**src/rtl/uart_rx_fifo_if.sv**
```systemverilog
// uart_rx_fifo_if -- pop-side handshake bundle of the UART receive FIFO.
//
// Signals:
//   rx_data  : FIFO head byte, meaningful while rx_valid=1
//   rx_valid : FIFO non-empty
//   rx_ready : consumer pops the head on rx_valid & rx_ready
//   rx_count : FIFO occupancy, 0..FIFO_DEPTH
//
// Modports:
//   master : the receiver (drives data/valid/count, samples ready)
//   slave  : the consumer (samples data/valid/count, drives ready)
interface uart_rx_fifo_if #(
   parameter int FIFO_DEPTH = 8
);
   localparam int CW = $clog2(FIFO_DEPTH) + 1;

   logic [7:0]    rx_data;
   logic          rx_valid;
   logic          rx_ready;
   logic [CW-1:0] rx_count;

   modport master (output rx_data, output rx_valid, output rx_count, input rx_ready);
   modport slave  (input rx_data, input rx_valid, input rx_count, output rx_ready);
endinterface

```
**src/rtl/uart_rx_fifo.sv**
```systemverilog
// uart_rx_fifo -- UART receive front end with a first-word-fall-through FIFO.
//
// Synchronises the raw rx pad, validates start bits, samples each frame
// at mid-bit and queues good bytes. Frame/overrun/parity errors are
// single-cycle pulses; irq is high while data is pending.
//
// Build option: define UART_RX_PARITY_EN for 8E1 frames (even parity,
// bytes with bad parity are discarded). Undefined: 8N1, parity_err = 0.
//
// Ports:
//   wb_clk_i    : clock
//   wb_rst_i    : synchronous active-high reset
//   rx          : raw asynchronous serial input, idle high
//   bus         : pop handshake (rx_data/rx_valid/rx_ready/rx_count)
//   frame_err   : pulse, stop bit sampled 0
//   overrun_err : pulse, good byte dropped because the FIFO was full
//   parity_err  : pulse, parity mismatch
//   irq         : level, equals rx_valid
module uart_rx_fifo #(
   parameter int CLK_PER_BIT = 87,
   parameter int FIFO_DEPTH  = 8
) (
   input  logic           wb_clk_i,
   input  logic           wb_rst_i,
   input  logic           rx,
   uart_rx_fifo_if.master bus,
   output logic           frame_err,
   output logic           overrun_err,
   output logic           parity_err,
   output logic           irq
);
   localparam int TW = $clog2(CLK_PER_BIT);
   localparam int AW = $clog2(FIFO_DEPTH);
   localparam logic [TW-1:0] T_HALF  = TW'(CLK_PER_BIT / 2 - 1);
   localparam logic [TW-1:0] T_FULL  = TW'(CLK_PER_BIT - 1);
   localparam logic [AW:0]   DEPTH_C = (AW + 1)'(FIFO_DEPTH);

   typedef enum logic [2:0] {
      S_IDLE,
      S_START,
      S_DATA,
`ifdef UART_RX_PARITY_EN
      S_PARITY,
`endif
      S_STOP,
      S_BREAK
   } state_t;

   // synchroniser
   logic sync1_q, sync1_d;
   logic rx_s_q, rx_s_d;

   // receiver
   state_t        state_q, state_d;
   logic [TW-1:0] timer_q, timer_d;
   logic [2:0]    bit_idx_q, bit_idx_d;
   logic [7:0]    shift_q, shift_d;
   logic          frame_err_q, frame_err_d;
   logic          push;
   logic          tick;

   // fifo
   logic [FIFO_DEPTH-1:0][7:0] mem_q, mem_d;
   logic [AW-1:0]              wr_q, wr_d;
   logic [AW-1:0]              rd_q, rd_d;
   logic [AW:0]                count_q, count_d;
   logic                       overrun_q, overrun_d;
   logic                       pop, full, do_push;

`ifdef UART_RX_PARITY_EN
   logic par_bad_q, par_bad_d;
   logic parity_err_q, parity_err_d;
`endif

   assign sync1_d = rx;
   assign rx_s_d  = sync1_q;
   assign tick    = (timer_q == '0);

   // Receive FSM. The timer free-runs down to zero and is reloaded on
   // every transition, including each data-bit step.
   always_comb begin
      state_d     = state_q;
      timer_d     = tick ? timer_q : timer_q - TW'(1);
      bit_idx_d   = bit_idx_q;
      shift_d     = shift_q;
      frame_err_d = 1'b0;
      push        = 1'b0;
`ifdef UART_RX_PARITY_EN
      par_bad_d    = par_bad_q;
      parity_err_d = 1'b0;
`endif
      case (state_q)
         S_IDLE: begin
            if (!rx_s_q) begin
               state_d = S_START;
               timer_d = T_HALF;
            end
         end
         S_START: begin
            if (tick) begin
               if (rx_s_q) begin
                  state_d = S_IDLE;       // glitch shorter than half a bit
               end else begin
                  state_d   = S_DATA;
                  bit_idx_d = 3'd0;
                  timer_d   = T_FULL;
               end
            end
         end
         S_DATA: begin
            if (tick) begin
               shift_d   = {rx_s_q, shift_q[7:1]};
               bit_idx_d = bit_idx_q + 3'd1;
               timer_d   = T_FULL;
               if (bit_idx_q == 3'd7) begin
`ifdef UART_RX_PARITY_EN
                  state_d = S_PARITY;
`else
                  state_d = S_STOP;
`endif
               end
            end
         end
`ifdef UART_RX_PARITY_EN
         S_PARITY: begin
            if (tick) begin
               par_bad_d = rx_s_q ^ (^shift_q);
               state_d   = S_STOP;
               timer_d   = T_FULL;
            end
         end
`endif
         S_STOP: begin
            if (tick) begin
               if (rx_s_q) begin
                  state_d = S_IDLE;
`ifdef UART_RX_PARITY_EN
                  if (par_bad_q) parity_err_d = 1'b1;
                  else           push         = 1'b1;
`else
                  push = 1'b1;
`endif
               end else begin
                  frame_err_d = 1'b1;
                  state_d     = S_BREAK;  // one error per held-low line
               end
            end
         end
         S_BREAK: begin
            if (rx_s_q) state_d = S_IDLE;
         end
         default: state_d = S_IDLE;
      endcase
   end

   // FIFO. A pop in the push cycle frees the slot, so a full FIFO accepts
   // the byte without overrun.
   always_comb begin
      pop       = (count_q != '0) && bus.rx_ready;
      full      = (count_q == DEPTH_C);
      do_push   = push && (!full || pop);
      overrun_d = push && full && !pop;
      mem_d     = mem_q;
      if (do_push) mem_d[wr_q] = shift_q;
      wr_d      = wr_q + AW'(do_push);
      rd_d      = rd_q + AW'(pop);
      count_d   = count_q + (AW + 1)'(do_push) - (AW + 1)'(pop);
   end

   always_ff @(posedge wb_clk_i) begin
      if (wb_rst_i) begin
         sync1_q     <= 1'b1;
         rx_s_q      <= 1'b1;
         state_q     <= S_IDLE;
         timer_q     <= '0;
         bit_idx_q   <= '0;
         shift_q     <= '0;
         frame_err_q <= 1'b0;
         mem_q       <= '0;
         wr_q        <= '0;
         rd_q        <= '0;
         count_q     <= '0;
         overrun_q   <= 1'b0;
`ifdef UART_RX_PARITY_EN
         par_bad_q    <= 1'b0;
         parity_err_q <= 1'b0;
`endif
      end else begin
         sync1_q     <= sync1_d;
         rx_s_q      <= rx_s_d;
         state_q     <= state_d;
         timer_q     <= timer_d;
         bit_idx_q   <= bit_idx_d;
         shift_q     <= shift_d;
         frame_err_q <= frame_err_d;
         mem_q       <= mem_d;
         wr_q        <= wr_d;
         rd_q        <= rd_d;
         count_q     <= count_d;
         overrun_q   <= overrun_d;
`ifdef UART_RX_PARITY_EN
         par_bad_q    <= par_bad_d;
         parity_err_q <= parity_err_d;
`endif
      end
   end

   assign bus.rx_data  = mem_q[rd_q];
   assign bus.rx_valid = (count_q != '0);
   assign bus.rx_count = count_q;
   assign irq          = (count_q != '0);
   assign frame_err    = frame_err_q;
   assign overrun_err  = overrun_q;
`ifdef UART_RX_PARITY_EN
   assign parity_err   = parity_err_q;
`else
   assign parity_err   = 1'b0;
`endif
endmodule

```
**src/flat_wrapper.sv**
```systemverilog
// flat-port wrapper written by rule: the top's interface ports become plain ports
module uart_rx_fifo_flat 
#(
   parameter int CLK_PER_BIT = 87,
   parameter int FIFO_DEPTH  = 8
)
  (wb_clk_i, wb_rst_i, rx, frame_err, overrun_err, parity_err, irq, bus_rx_data, bus_rx_valid, bus_rx_count, bus_rx_ready);
  uart_rx_fifo_if #(.FIFO_DEPTH(FIFO_DEPTH)) bus_i ();
  input  logic wb_clk_i;
  input  logic wb_rst_i;
  input  logic rx;
  output logic frame_err;
  output logic overrun_err;
  output logic parity_err;
  output logic irq;
  output wire logic [$bits(bus_i.rx_data)-1:0] bus_rx_data;
  output wire logic [$bits(bus_i.rx_valid)-1:0] bus_rx_valid;
  output wire logic [$bits(bus_i.rx_count)-1:0] bus_rx_count;
  input wire logic [$bits(bus_i.rx_ready)-1:0] bus_rx_ready;
  assign bus_rx_data = bus_i.rx_data;
  assign bus_rx_valid = bus_i.rx_valid;
  assign bus_rx_count = bus_i.rx_count;
  assign bus_i.rx_ready = bus_rx_ready;
  uart_rx_fifo #(.CLK_PER_BIT(CLK_PER_BIT), .FIFO_DEPTH(FIFO_DEPTH)) u_core (.wb_clk_i(wb_clk_i), .wb_rst_i(wb_rst_i), .rx(rx), .bus(bus_i), .frame_err(frame_err), .overrun_err(overrun_err), .parity_err(parity_err), .irq(irq));
endmodule
```
**config.mk**
```make
export PLATFORM = sky130hd
export DESIGN_NAME = uart_rx_fifo_flat
export DESIGN_NICKNAME = d
export VERILOG_FILES = /design/src/rtl/uart_rx_fifo_if.sv /design/src/rtl/uart_rx_fifo.sv /design/src/flat_wrapper.sv
export SDC_FILE = /design/constraint.sdc
export NUM_CORES = 1
export LEC_CHECK = 0
export CAP_MARGIN = 20
export CELL_PAD_IN_SITES_DETAIL_PLACEMENT = 0
export CELL_PAD_IN_SITES_GLOBAL_PLACEMENT = 1
export CORE_UTILIZATION = 44
export DETAILED_ROUTE_END_ITERATION = 8
export GPL_TIMING_DRIVEN = 0
export PLACE_DENSITY = 0.83
export SYNTH_ARGS = -nofsm -noshare
export SYNTH_HDL_FRONTEND = slang
export SYNTH_SLANG_ARGS = --single-unit
export TNS_END_PERCENT = 50
```
**constraint.sdc**
```tcl
create_clock -name wb_clk_i -period 2.5 [get_ports wb_clk_i]
set_input_delay 0.625 -clock wb_clk_i [delete_from_list [all_inputs] [get_ports wb_clk_i]]
set_output_delay 0.625 -clock wb_clk_i [all_outputs]
set_load 0.03 [all_outputs]
```
Word level (Yosys, flattened, before mapping)
Index checks and enable logic that the tools add are counted.
Widths: inputs -> output; s select.
Operators by class
  add/sub/neg operators: 6
  multipliers: 0
  div/mod/pow operators: 0
  $lt $le $gt $ge: 3
  equality and inequality tests: 13
  shift operators: 0
  muxes and demuxes: 28
  bitwise logic cells: 2
  reduce and logical (&&, ||, !) cells: 16
Operators with widths (count)
  $bwmux 64: 1
  $mux 7: 5
  $mux 3: 10
  $bmux 8 s3: 1
  $demux 8 s3: 1
  $pmux 7 s3: 1
  $mux 8: 2
  $pmux 3 s5: 1
  $ne 2x1->1 const B: 5
  $lt 3x4->1 const B: 2
  $logic_not 7->1: 1
  $sub 7x1->7 const B: 1
  $add 3x1->3: 2
  $eq 3x2->1 const B: 2
  $eq 3x3->1 const B: 2
  $pmux 3 s2: 1
  $reduce_and 6->1: 1
  $logic_and 1x1->1: 5
  $add 4x1->4: 1
  $eq 4x4->1 const B: 1
  $mux 1: 4
  $ne 2x2->1 const B: 2
  $reduce_and 4->1: 1
  $reduce_bool 4->1: 1
  12 further kinds: 14
Storage, ports and cells
  register bits after elaboration: 99
  latch bits: 0
  memory bits (writable): 0
  ROM bits: 0
  bits of input ports: 4
  output and inout port bits: 17
  memories kept: 0

Logic depth before layout (Yosys ltp)
  depth in word-level cells: 6
  gate-level depth with buffers: 11
  depth with buffers taken out: 11

Least setup slack after synthesis
OpenSTA, ideal clock, no wires.
  path kind: reg2reg
  start point: reg u_core.count_q[2], in the netlist u_core.bus.rx_count[2]
  end point: reg u_core.count_q[2], in the netlist u_core.bus.rx_count[2]
  arrival time: 2467 ps
  required time: 2372 ps
  setup slack: -94 ps
  stages on the path, launching flop included: 11
  path buffers: 0
  clock period less this slack: 2594 ps
  path through: dfxtp_1 -> inv_1 -> ha_1 -> or2b_1 -> a31oi_4 -> and3_1 -> ha_1 -> inv_1 -> fa_1 -> xor2_1 -> nor2_1
Between the ends
  word-level cells in the longest chain between the ends: 6
  elaborated cells on any way between the ends: 8
Ends and longest elaborated chain
  from (decl): line uart_rx_fifo.sv:66  | logic [AW:0] count_q, count_d;
  from (signal assigned): line uart_rx_fifo.sv:199  | count_q <= count_d;
  $eq 4x4->1 / $reduce_bool 4->1 (equally long branches): line uart_rx_fifo.sv:160, uart_rx_fifo.sv:159
  $logic_not 1->1 / $logic_and 1x1->1 (equally long branches): line uart_rx_fifo.sv:161, uart_rx_fifo.sv:159
  $logic_or 1x1->1: line uart_rx_fifo.sv:161  | do_push = push && (!full || pop);
  $logic_and 1x1->1: line uart_rx_fifo.sv:161
  $add 4x1->4: line uart_rx_fifo.sv:167  | count_d = count_q + (AW + 1)'(do_push) - (AW + 1)'(pop);
  $sub 4x1->4 (*): line uart_rx_fifo.sv:167
Mark *: on every way between the ends. The rest lies on a longest branch, timed or not.
A chain may end at the register's enable or synchronous reset.

Final worst setup path
  start point: reg u_core.rd_q[0]
  end point: out bus_rx_data[4]
Between the ends
  word-level cells in the longest chain between the ends: 2
Ends and longest elaborated chain
  from (decl): line uart_rx_fifo.sv:65  | logic [AW-1:0] rd_q, rd_d;
  from (signal assigned): line uart_rx_fifo.sv:198  | rd_q <= rd_d;
  $bmux 8 s3: line uart_rx_fifo.sv:208  | assign bus.rx_data = mem_q[rd_q];
  $mux 8 (implied by the code): line uart_rx_fifo.sv:208
  to (decl): line flat_wrapper.sv:16  | output wire logic [$bits(bus_i.rx_data)-1:0] bus_rx_data;
No other way between the ends. The select of a mux whose other input is x is not followed.

==> flow_metrics.tcl <==
set metrics [dict create \
    highest_metal_layer_used_by_the_detailed_router "met4" \
    antenna_found_initial 0 \
    fin_cells 613 \
    gr-total-overflow 0 \
    synth_edf_count 0 \
    grt_pass1_vias 3203 \
    drt-met1-wl_microns 4940 \
    yosys.area.top_type "sky130_fd_sc_hd__dfxtp_1" \
    num_rows 37 \
    maxCapViolations 0 \
    netlist_area_sq_um 4850 \
    nNetsFinal 492 \
    maximum_number_of_pins_on_one_net_before_global_route_repair 17 \
    worst_skew_pair.late_latency_ns 0.39 \
    grt_pass1_wl_microns 16800 \
    finalWeightedCongestion 0.790 \
    viasPerCell 5.22 \
    clock_tree.buffer_depth 2 \
    avgSynthCellArea_sq_um 11.1 \
    ys_dominant_reg_cell "sky130_fd_sc_hd__dfxtp_1" \
    finalClockSkew_ns 0.00916 \
    seq_power_share 0.380 \
    yosys.cell_count.top_type "sky130_fd_sc_hd__dfxtp_1" \
    path_common_cell "sky130_fd_sc_hd__buf_6" \
    insertedDiodeCount 0 \
    critical_path_data_arrival_time_ns 1.98 \
    drtPass1Iterations 4 \
    postSynthNetCount 457 \
    top_achievable_clock_speed_mhz 383 \
    route.final.wire_length_microns 10200 \
    switching_power_mw 1.51 \
    finalCriticalPeriod_ns 2.61 \
    synth.top_cells.by_count "sky130_fd_sc_hd__dfxtp_1, sky130_fd_sc_hd__mux2i_1, sky130_fd_sc_hd__nand2b_1, sky130_fd_sc_hd__or2b_2, sky130_fd_sc_hd__nor2_1" \
    max_stage_delay_ns 0.53 \
    worst_ir_drop_on_vdd_v 0.000684 \
    layout_worst_path_cycle_share 1.04 \
    critical_path_peak_fanout 6 \
    timing.final.ws_setup_ns -0.108 \
    place_hpwl_microns 7090 \
    cellPowerDensity_nw_per_um2 833 \
    seq_area_sq_um 1990 \
    power_leakage_nw 2.39 \
    min_path_cells 1 \
    ant_nets 0 \
    worst_slew_margin_rel 0.488 \
    cell_internal_pwr_mw 3.18 \
    power.combinational.fraction 0.335 \
    timing.critical_path.cells "buf_6 -> buf_12 -> mux4_2 -> mux2_2 -> buf_6" \
    i_o_pins 21 \
    final-hold-violation-count 0 \
    yosys.area.top_type_share 0.408 \
    ctsHtreeMaxLevel 3 \
    hold_class "flip-flop to flip-flop" \
    ys_async_rst_share 0 \
    netSwitchingFraction 0.323 \
    multi_input_combinational_cell_area_sq_um 2700 \
    fill_count 937 \
    rr_startpoint "u_core.timer_q[0]" \
    clk_root_buffer_cell "sky130_fd_sc_hd__clkbuf_8" \
    synth_area_leaders "sky130_fd_sc_hd__dfxtp_1, sky130_fd_sc_hd__mux2i_1, sky130_fd_sc_hd__mux4_2, sky130_fd_sc_hd__nand2b_1, sky130_fd_sc_hd__or2b_2" \
    route.met2.wl_microns 4770 \
    grt_setup_unrepaired "yes" \
    layout-drive-gt1-share 0.260 \
    drt-initial-drc-count 167 \
    layout-area-overhead-vs-synth_pct 16.1 \
    fp.dieW_microns 107 \
    cp-end-kind "output pin" \
    timing.final.setup_violations 8 \
    routed-wl-met3_microns 332 \
    cp-start-kind "flip-flop" \
    cts_tree "yes" \
    global_route_usage_over_all_layers 0.194 \
    core_sq_um 10500 \
    cts.sinks 99 \
    report.final.slew_viol_count 0 \
    worst_flop_to_flop_path_endpoint "u_core.bus.rx_count[2]" \
    synth_seq_cells 99 \
    residual_drc 0 \
    place.detailed.instances 592 \
    status "complete, but fails checks" \
    worst_r2r_path_depth 10 \
    clk_transition_reported_paths_ns 0.10 \
    share_clk_of_total_power 0.286 \
    timing.critical_path.slowest_stage_cell "sky130_fd_sc_hd__mux4_2" \
    io_buffers 19 \
    ys_seq_area_frac 0.408 \
    cts-buffers-inserted 9 \
    routed-via-count 3199 \
    routed_wire_length_per_instance_microns 16.6 \
    initial_utilization 0.462 \
    timing.setup.tns_ns -0.605 \
    fp.dieArea_sq_um 11500 \
    violations "negative setup slack" \
    ys.warnings.count 0 \
    critPathRequiredTime_ns 1.88 \
    yosys.cell_types.count 50 \
    setup.worst_path.class "flip-flop to output pin" \
    die_height_microns 107 \
    synthCells 437 \
    power_total_mw 4.69 \
    regToRegSetupSlack_ns 0.12 \
    worst_hold_startpoint "u_core.rx_s_d" \
    holdPathEnd "u_core.rx_s_q" \
    worst-slew-pin-transition_ns 0.757 \
]
-- area by class of cell --
class                      instances  share of cell area
buffer                            30              0.0351
clock buffer                       9              0.0220
clock inverter                     7              0.0247
inverter                          13             0.00866
multi-input combinational        295               0.479
sequential                        99               0.352
tap                              136              0.0302
timing repair buffer              24              0.0475
-- power groups by stage --
stage                     clock network, mW  logic (mW)  registers (mW)
after floorplan                           0        1.02            1.84
after detailed placement                  0        1.39            1.81
after global placement                    0        1.36            1.80
after global routing                   1.44        1.73            1.80
after CTS                              1.38        1.56            1.78
final                                  1.34        1.57            1.78
-- how the worst max path moves through the flow --
stage	slack, ns	startpoint	endpoint
2_1_floorplan	0.006	u_core.bus.rx_count[3]	u_core.bus.rx_count[2]
6_report	-0.11	u_core.rd_q[0]	bus_rx_data[4]
3_3_place_gp	-0.70	u_core.rd_q[1]	bus_rx_data[1]
3_5_place_dp	-0.68	u_core.rd_q[1]	bus_rx_data[1]
4_1_cts	-0.11	u_core.rd_q[0]	bus_rx_data[4]
5_1_grt	-0.14	u_core.rd_q[0]	bus_rx_data[4]
-- logic make-up (layout without fill, tap and decap cells) --
group | after synthesis | in the layout | synth area share
muxes | 97 | 97 | 0.243
AOI/OAI and AO/OA | 29 | 29 | 0.0407
buffers and inverters | 43 | 83 | 0.0430
DFF | 99 | 99 | 0.408
other | 1 | 1 | 0.000772
adders and majority gates | 16 | 16 | 0.0428
and+or+nand+nor | 145 | 145 | 0.209
xor gates and xnor gates | 7 | 7 | 0.0126
-- stage by stage --
step	util	instance area (sq um)	setup WS, ns	hold slack, ns
after floorplan	-	4860	0.00635	0.389
after global placement	0.496	5220	-0.696	0.395
after detailed placement	0.496	5220	-0.682	0.397
after CTS	0.534	5610	-0.107	0.424
after global routing	0.536	5630	-0.143	0.433
final	0.536	5630	-0.108	0.420
-- state kept, by name (all words and copies together) (netlist names) --
signal	cells
u_core.frame_err	1
u_core.rx_s_q	1
u_core.rd_q	3
u_core.timer_q	7
u_core.shift_q	8
u_core.wr_q	3
u_core.overrun_err	1
u_core.state_q	3
u_core.bus.rx_count	4
u_core.mem_q	64
u_core.bit_idx_q	3
u_core.rx_s_d	1
-- repair_timing --
action / 4_1_cts / 5_1_grt
endpoints found under the hold margin: 0 / 0
cloned: 1 / 0
pin swaps: 2 / 1
gates resized for setup: 77 / 11
hold buffers: 0 / 0
setup endpoints to repair: 11 / 28
setup buffers: 3 / 1
-- cell usage in the layout (no fill, tap or decap), types with 3 or more instances in the layout --
| cell type | n |
|---|---|
| sky130_fd_sc_hd__dfxtp_1 | 96 |
| sky130_fd_sc_hd__mux2i_1 | 73 |
| sky130_fd_sc_hd__nand2b_1 | 48 |
| sky130_fd_sc_hd__or2b_2 | 23 |
| sky130_fd_sc_hd__nor2_1 | 19 |
| sky130_fd_sc_hd__mux4_2 | 16 |
| sky130_fd_sc_hd__ha_1 | 13 |
| sky130_fd_sc_hd__clkbuf_1 | 12 |
| sky130_fd_sc_hd__inv_1 | 11 |
| sky130_fd_sc_hd__a21oi_1 | 11 |
| sky130_fd_sc_hd__clkbuf_8 | 10 |
| sky130_fd_sc_hd__clkdlybuf4s50_1 | 10 |
| sky130_fd_sc_hd__buf_6 | 9 |
| sky130_fd_sc_hd__clkbuf_4 | 9 |
| sky130_fd_sc_hd__buf_4 | 8 |
| sky130_fd_sc_hd__or2_2 | 6 |
| sky130_fd_sc_hd__mux2_4 | 6 |
| sky130_fd_sc_hd__nor2b_1 | 6 |
| sky130_fd_sc_hd__nor3b_1 | 5 |
| sky130_fd_sc_hd__o21ai_0 | 5 |
| sky130_fd_sc_hd__nand2_1 | 4 |
| sky130_fd_sc_hd__nand3_2 | 4 |
| sky130_fd_sc_hd__xnor2_1 | 4 |
| sky130_fd_sc_hd__bufinv_16 | 4 |
| sky130_fd_sc_hd__and3_1 | 3 |
| sky130_fd_sc_hd__nand4_4 | 3 |
| sky130_fd_sc_hd__nor3_1 | 3 |
| sky130_fd_sc_hd__a22oi_1 | 3 |
| sky130_fd_sc_hd__or3_1 | 3 |
| sky130_fd_sc_hd__xor2_1 | 3 |
| sky130_fd_sc_hd__dfxtp_2 | 3 |
-- critical path: cells and delay by family, from the launching register on --
kind	cells	cell delay (ns)
flip-flops	1	0.35
multiplexers	2	0.83
buffers and inverters	3	0.41
-- layer usage --
| metal | GRT usage | vias to the layer above |
|---|---|---|
| met5 | 0 | - |
| met4 | 0.0646 | 0 |
| met3 | 0.0468 | 10 |
| met2 | 0.312 | 49 |
| met1 | 0.255 | 1561 |
| li1 | - | 1579 |
(Power assumes the default switching activity.)
==> RTL edit 1: new RTL, config.mk and constraints unchanged <==
Make the reset (`wb_rst_i`) asynchronous in one clocked block. Comments in the files are not updated.
--- a/src/rtl/uart_rx_fifo.sv
+++ b/src/rtl/uart_rx_fifo.sv
@@ -168,5 +168,5 @@
    end
 
-   always_ff @(posedge wb_clk_i) begin
+   always_ff @(posedge wb_clk_i or posedge wb_rst_i) begin
       if (wb_rst_i) begin
          sync1_q     <= 1'b1;
Function: same outputs for any inputs over 10 cycles, from zero or initial values and one cycle with wb_rst_i high; that may be too few to reach the edited logic, so the function may still have changed.
==> RTL edit 1 against the original RTL <==
The flow still finishes with violations (setup timing); count of clock-buffer cells in the layout grew 1; critical path depth did not move; clock power is 30% lower; sequential cell count is the same; highest routed layer unchanged; total power fell by 11%; routed wire length decreased by 12%; largest cell class is now registers; worst setup slack better by 16 ps; synthesized area decreased by 1.5%; cell area fell by 2.1%; core utilization fell by 0.65 points.
==> RTL edit 1: results (changes against the original RTL) <==
Synthesis
  • Multiplexer share of the synthesized area: 0.2660 (+0.02267)
  • Sequential element share of the synthesized area: 0.5188 (+0.1106)
  • Cell variety after synth: 48 (-4.0%)
  • Syn_area_per_cell: 14.06 µm² (+27%)
  • Asr flop ratio synth: 1.000 (+1.000)
  • Post-synthesis adder-cell area fraction: 0.04346 (+0.0006720)
  • Syn_nets: 360 (-21%)
  • Commonest cells post-synth: dfrtp_1, mux2_2, mux4_2
  • Most numerous cell in the Yosys netlist: dfrtp_1
  • Top cells by area, synth: dfrtp_1, mux2_2, mux4_2
  • Xor and xnor area share after synthesis: 0.01649 (+0.003863)
  • Compound-gate portion of the synthesized area: 0.04843 (+0.007708)
  • Main flop type after synthesis: dfrtp_1

Power
  • Clock group: 943 µW (-30%)
  • Sequential share of power: 0.458 (+0.078)
  • Int Power: 2752 µW (-13%)
  • Pleak: 0.002685 µW (+12%)
  • Maximum vdd drop: 479.0 µV (-30%)
  • P_sw: 1405 µW (-7.2%)

Status
  • Failing checks: setup timing
  • Outcome: finished with violations

Clock tree
  • H-tree depth: 3 (unchanged)
  • Worst skew pair latency: 370 ps (-20 ps)
  • Num Clock Sinks: 99 (unchanged)
  • Setup bufs post-CTS: 4 (+1)
  • CTS resizes: 68 (-12%)
  • CTS Buf Count: 9 (unchanged)

Final layout
  • Fill count: 854 (-8.9%)
  • Logic inverters: 14 (+1)
  • Area of the multi-input gates: 0.002207 mm² (-18%)
  • Clock-cell share: 0.03221 (-0.01443)
  • Buffering overhead: 0.07621 (-0.006404)
  • Buffers, non-clock: 44 (-19%)
  • FF+latch area: 0.002481 mm² (+25%)
  • Layout cells sized above 1: 0.4147 (+0.1547)
  • Final #Nets: 396 (-20%)
  • Sequential share of cell area: 0.4498 (+0.09733)
  • Multi-input gates: 208 (-29%)
  • # clk buffers: 10 (+1)

Detailed routing
  • DRT iter0 DRCs: 112 (-33%)
  • Wirelength, routed: 8998 µm (-12%)
  • Vias: 2763 (-14%)
  • DR vias/cell: 5.344 (+2.4%)

STA
  • Worst-margin pin slew: 808.5 ps (+51.33 ps)
  • Fin Clk Skew: 10.79 ps (+1.624 ps)
  • Final setup TNS: -528.3 ps (+76.29 ps)
  • Final worst slack: -92.67 ps (+15.71 ps)
  • Setup-failing EPs final: 7 (-1)

Critical path
  • CP Max Fanout: 6 (unchanged)

Global routing
  • First-pass GRT wire length: 15610 µm (-6.9%)
  • Largest net degree at the start of global routing: 43 (+26)
  • Tot GR Track Use: 0.1823 (-0.01179)
  • Vias in the first global route: 2905 (-9.3%)

Placement
  • Pre-CTS setup slack: -923.2 ps (-241.2 ps)
  • Detailed Place HPWL: 5991 µm (-15%)
  • Placed Cells: 497 (-16%)
  • DP Area: 0.005191 mm² (-0.48%)
[RTL edit 1: worst paths after layout]
| kind | start | to | depth (start not counted) | slack [ps] |
|---|---|---|---|---|
| worst min register to register | u_core.rx_s_d | u_core.rx_s_q | 0 | 360 |
| worst max register to register | u_core.timer_q[3] | u_core.bus.rx_count[2] | 9 | 90 |
| max in group asynchronous | wb_rst_i | u_core.rx_s_q | 3 | 1020 |
| min in group asynchronous | wb_rst_i | u_core.mem_q[43] | 2 | 760 |
| worst max-delay path | u_core.rd_q[0] | bus_rx_data[7] | 5 | -90 |
| worst min-delay path | u_core.rx_s_d | u_core.rx_s_q | 0 | 360 |
[RTL edit 1: layer usage]
layer	track usage	routed length [µm]	share of wire
met1	0.2422	4085	0.45
met2	0.3089	4633	0.51
met3	0.03679	193	0.021
met4	0.03869	85	0.0094
met5	0	0	0
[RTL edit 1: critical path, stage by stage, from the launching register on]
cell,delay (ps)
dfrtp_1,390
buf_8,160
buf_6,130
mux4_2,490
mux2_4,300
buf_6,140
==> RTL edit 2: new RTL, config.mk and constraints unchanged <==
Without the edit above. `CLK_PER_BIT` is set to 87 in 2 places; all go to 174.
--- a/src/rtl/uart_rx_fifo.sv
+++ b/src/rtl/uart_rx_fifo.sv
@@ -18,5 +18,5 @@
 //   irq         : level, equals rx_valid
 module uart_rx_fifo #(
-   parameter int CLK_PER_BIT = 87,
+   parameter int CLK_PER_BIT = 174,
    parameter int FIFO_DEPTH  = 8
 ) (
--- a/src/flat_wrapper.sv
+++ b/src/flat_wrapper.sv
@@ -2,5 +2,5 @@
 module uart_rx_fifo_flat 
 #(
-   parameter int CLK_PER_BIT = 87,
+   parameter int CLK_PER_BIT = 174,
    parameter int FIFO_DEPTH  = 8
 )
Behaviour: no difference found for any inputs over 10 cycles, from zero or initial values and one cycle with wb_rst_i high; that may be too few to reach the edited logic, so the function may still have changed.
==> RTL edit 2 against the original RTL <==
The run still ends with setup timing left; synthesized area decreased by 0.75%; total power decreased by 5.9%; routed wire length increased by 7.4%; clock skew increased by 8.1 ps; cell area decreased by 1.6%; sequential cell count increased by 1; worst setup slack improved by 43 ps; first-iteration DRC count decreased by 54%.
==> RTL edit 2: results (changes against the original RTL) <==
STA
  • Slew headroom: 0.4316 (-0.05654)
  • Setup-failing EPs final: 8 (unchanged)
  • Fin Clk Skew: 17.26 ps (+8.092 ps)
  • Final setup TNS: -393.1 ps (+211.5 ps)
  • Final worst slack: -65.69 ps (+42.70 ps)

Placement
  • Detailed Place HPWL: 7244 µm (+2.2%)
  • RD Place Congestion: 0.8082 (+2.4%)
  • DP Area: 0.005180 mm² (-0.70%)
  • Pre-CTS setup slack: -792.2 ps (-110.2 ps)
  • Placed Cells: 613 (+3.5%)

Synthesis
  • Main flop type after synthesis: dfxtp_1
  • Asr flop ratio synth: 0 (unchanged)
  • Yosys warns: 0 (unchanged)
  • Syn_nets: 477 (+4.4%)
  • Commonest cells post-synth: dfxtp_1, nand2b_1, mux2i_1
  • Cell variety after synth: 55 (+10%)
  • Top cells by area, synth: dfxtp_1, mux2i_1, nand2b_1
  • Syn_area_per_cell: 10.52 µm² (-5.3%)
  • Sequential element share of the synthesized area: 0.4155 (+0.007229)

Detailed routing
  • Max Used Layer: met4
  • Met3 wire len: 371 µm (+12%)
  • M1 WL: 4881 µm (-1.2%)
  • Met2 WL: 5498 µm (+15%)
  • DRT Pass-1 Iters: 4 (unchanged)
  • DRT iter0 DRCs: 76 (-54%)
  • Vias: 3372 (+5.4%)
  • Drt wl/cell: 17.28 µm (+4.1%)

Global routing
  • Met3 usage: 0.04255 (-0.004255)
  • GR met1 Demand/Resource: 0.2525 (-0.002085)
  • Initial antenna violation count: 0 (unchanged)
  • Largest net degree at the start of global routing: 17 (unchanged)
  • Tot GR Track Use: 0.2073 (+0.01328)
  • Vias in the first global route: 3483 (+8.7%)
  • GR Util met2: 0.3613 (+0.04885)
  • First-pass GRT wire length: 17900 µm (+6.7%)

Status
  • Failing checks: setup timing
  • Outcome: finished with violations

Critical path
  • CP Launch Point: u_core.rd_q[0]
  • CP delay by family, top: multiplexers
  • Max stage delay on crit path: 500 ps (-30 ps)
  • Crit Reg-Reg Startpoint: u_core.timer_q[5]
  • Crit path DAT: 1940 ps (-40 ps)

Final layout
  • Layout cells sized above 1: 0.1714 (-0.08859)
  • Non-Filler Instances: 632 (+3.1%)
  • Largest registers: u_core.mem_q: 64 flops, u_core.shift_q: 8 flops, u_core.timer_q: 8 flops
  • Final #Nets: 511 (+3.9%)
  • Fill count: 955 (+1.9%)
  • Antenna diodes: 0 (unchanged)
  • Largest register by flop count: u_core.mem_q

Worst hold path
  • Hold Startpoint: u_core.rx_s_d

Clock tree
  • CTS Buf Count: 9 (unchanged)
  • Worst skew pair latency: approximately 380 ps
  • CTS max path bufs: 2 (unchanged)

Power
  • Maximum vdd drop: 614.8 µV (-10%)
  • Pleak: 0.002336 µW (-2.2%)
==> RTL edit 2: cell count changes after synthesis, moves of 5 or more <==
| cell | delta |
|---|---|
| a21oi_1 | +8 |
| buf_1 | +10 |
| clkbuf_4 | -8 |
| mux2i_1 | -7 |
| nand2_1 | +19 |
| nand2b_1 | +28 |
| nand4b_1 | +5 |
| nor2_1 | -7 |
| or2b_2 | -23 |
==> RTL edit 2: worst paths after layout <==
| kind | end | cells past startpoint | slack [ps] |
|---|---|---|---|
| hold / removal | u_core.rx_s_q | 1 | 410 |
| setup / recovery | bus_rx_data[4] | 5 | -70 |
| setup reg to reg | u_core.bus.rx_count[2] | 9 | 100 |
| hold reg to reg | u_core.rx_s_q | 1 | 410 |
==> RTL edit 2: area by class of cell <==
class / count / area (µm²) / area share
clock buffer: 9 / 123.9 / 0.02235
tap: 136 / 170.2 / 0.03070
multi-input combinational: 308 / 2650 / 0.4781
sequential: 100 / 2004 / 0.3616
buffer: 39 / 229.0 / 0.04131
clock inverter: 6 / 63.81 / 0.01151
inverter: 11 / 41.29 / 0.007449
timing repair buffer: 23 / 260.3 / 0.04695
==> RTL edit 2: power by group <==
group | leakage, µW | switching (µW) | internal [µW]
combinational | 0.00144 | 800 | 769
clock | 0.0000915 | 568 | 457
sequential | 0.000809 | 128 | 1690
total | 0.00234 | 1500 | 2920
==> RTL edit 2: what timing repair did <==
item                                    CTS  global route
setup buffers                             2             1
gates resized for setup                  82             7
gates cloned                              1             0
pin swaps                                 2             2
endpoints found under the setup margin   16            28
==> RTL edit 2: kinds of logic after synthesis <==
group,synth area share
other,0.0007783
muxes,0.2329
xor gates and xnor gates,0.01272
buffers and inverters,0.04726
DFF,0.4155
adders and majority gates,0.04051
AOI/OAI and AO/OA,0.04570
and+or+nand+nor,0.2046
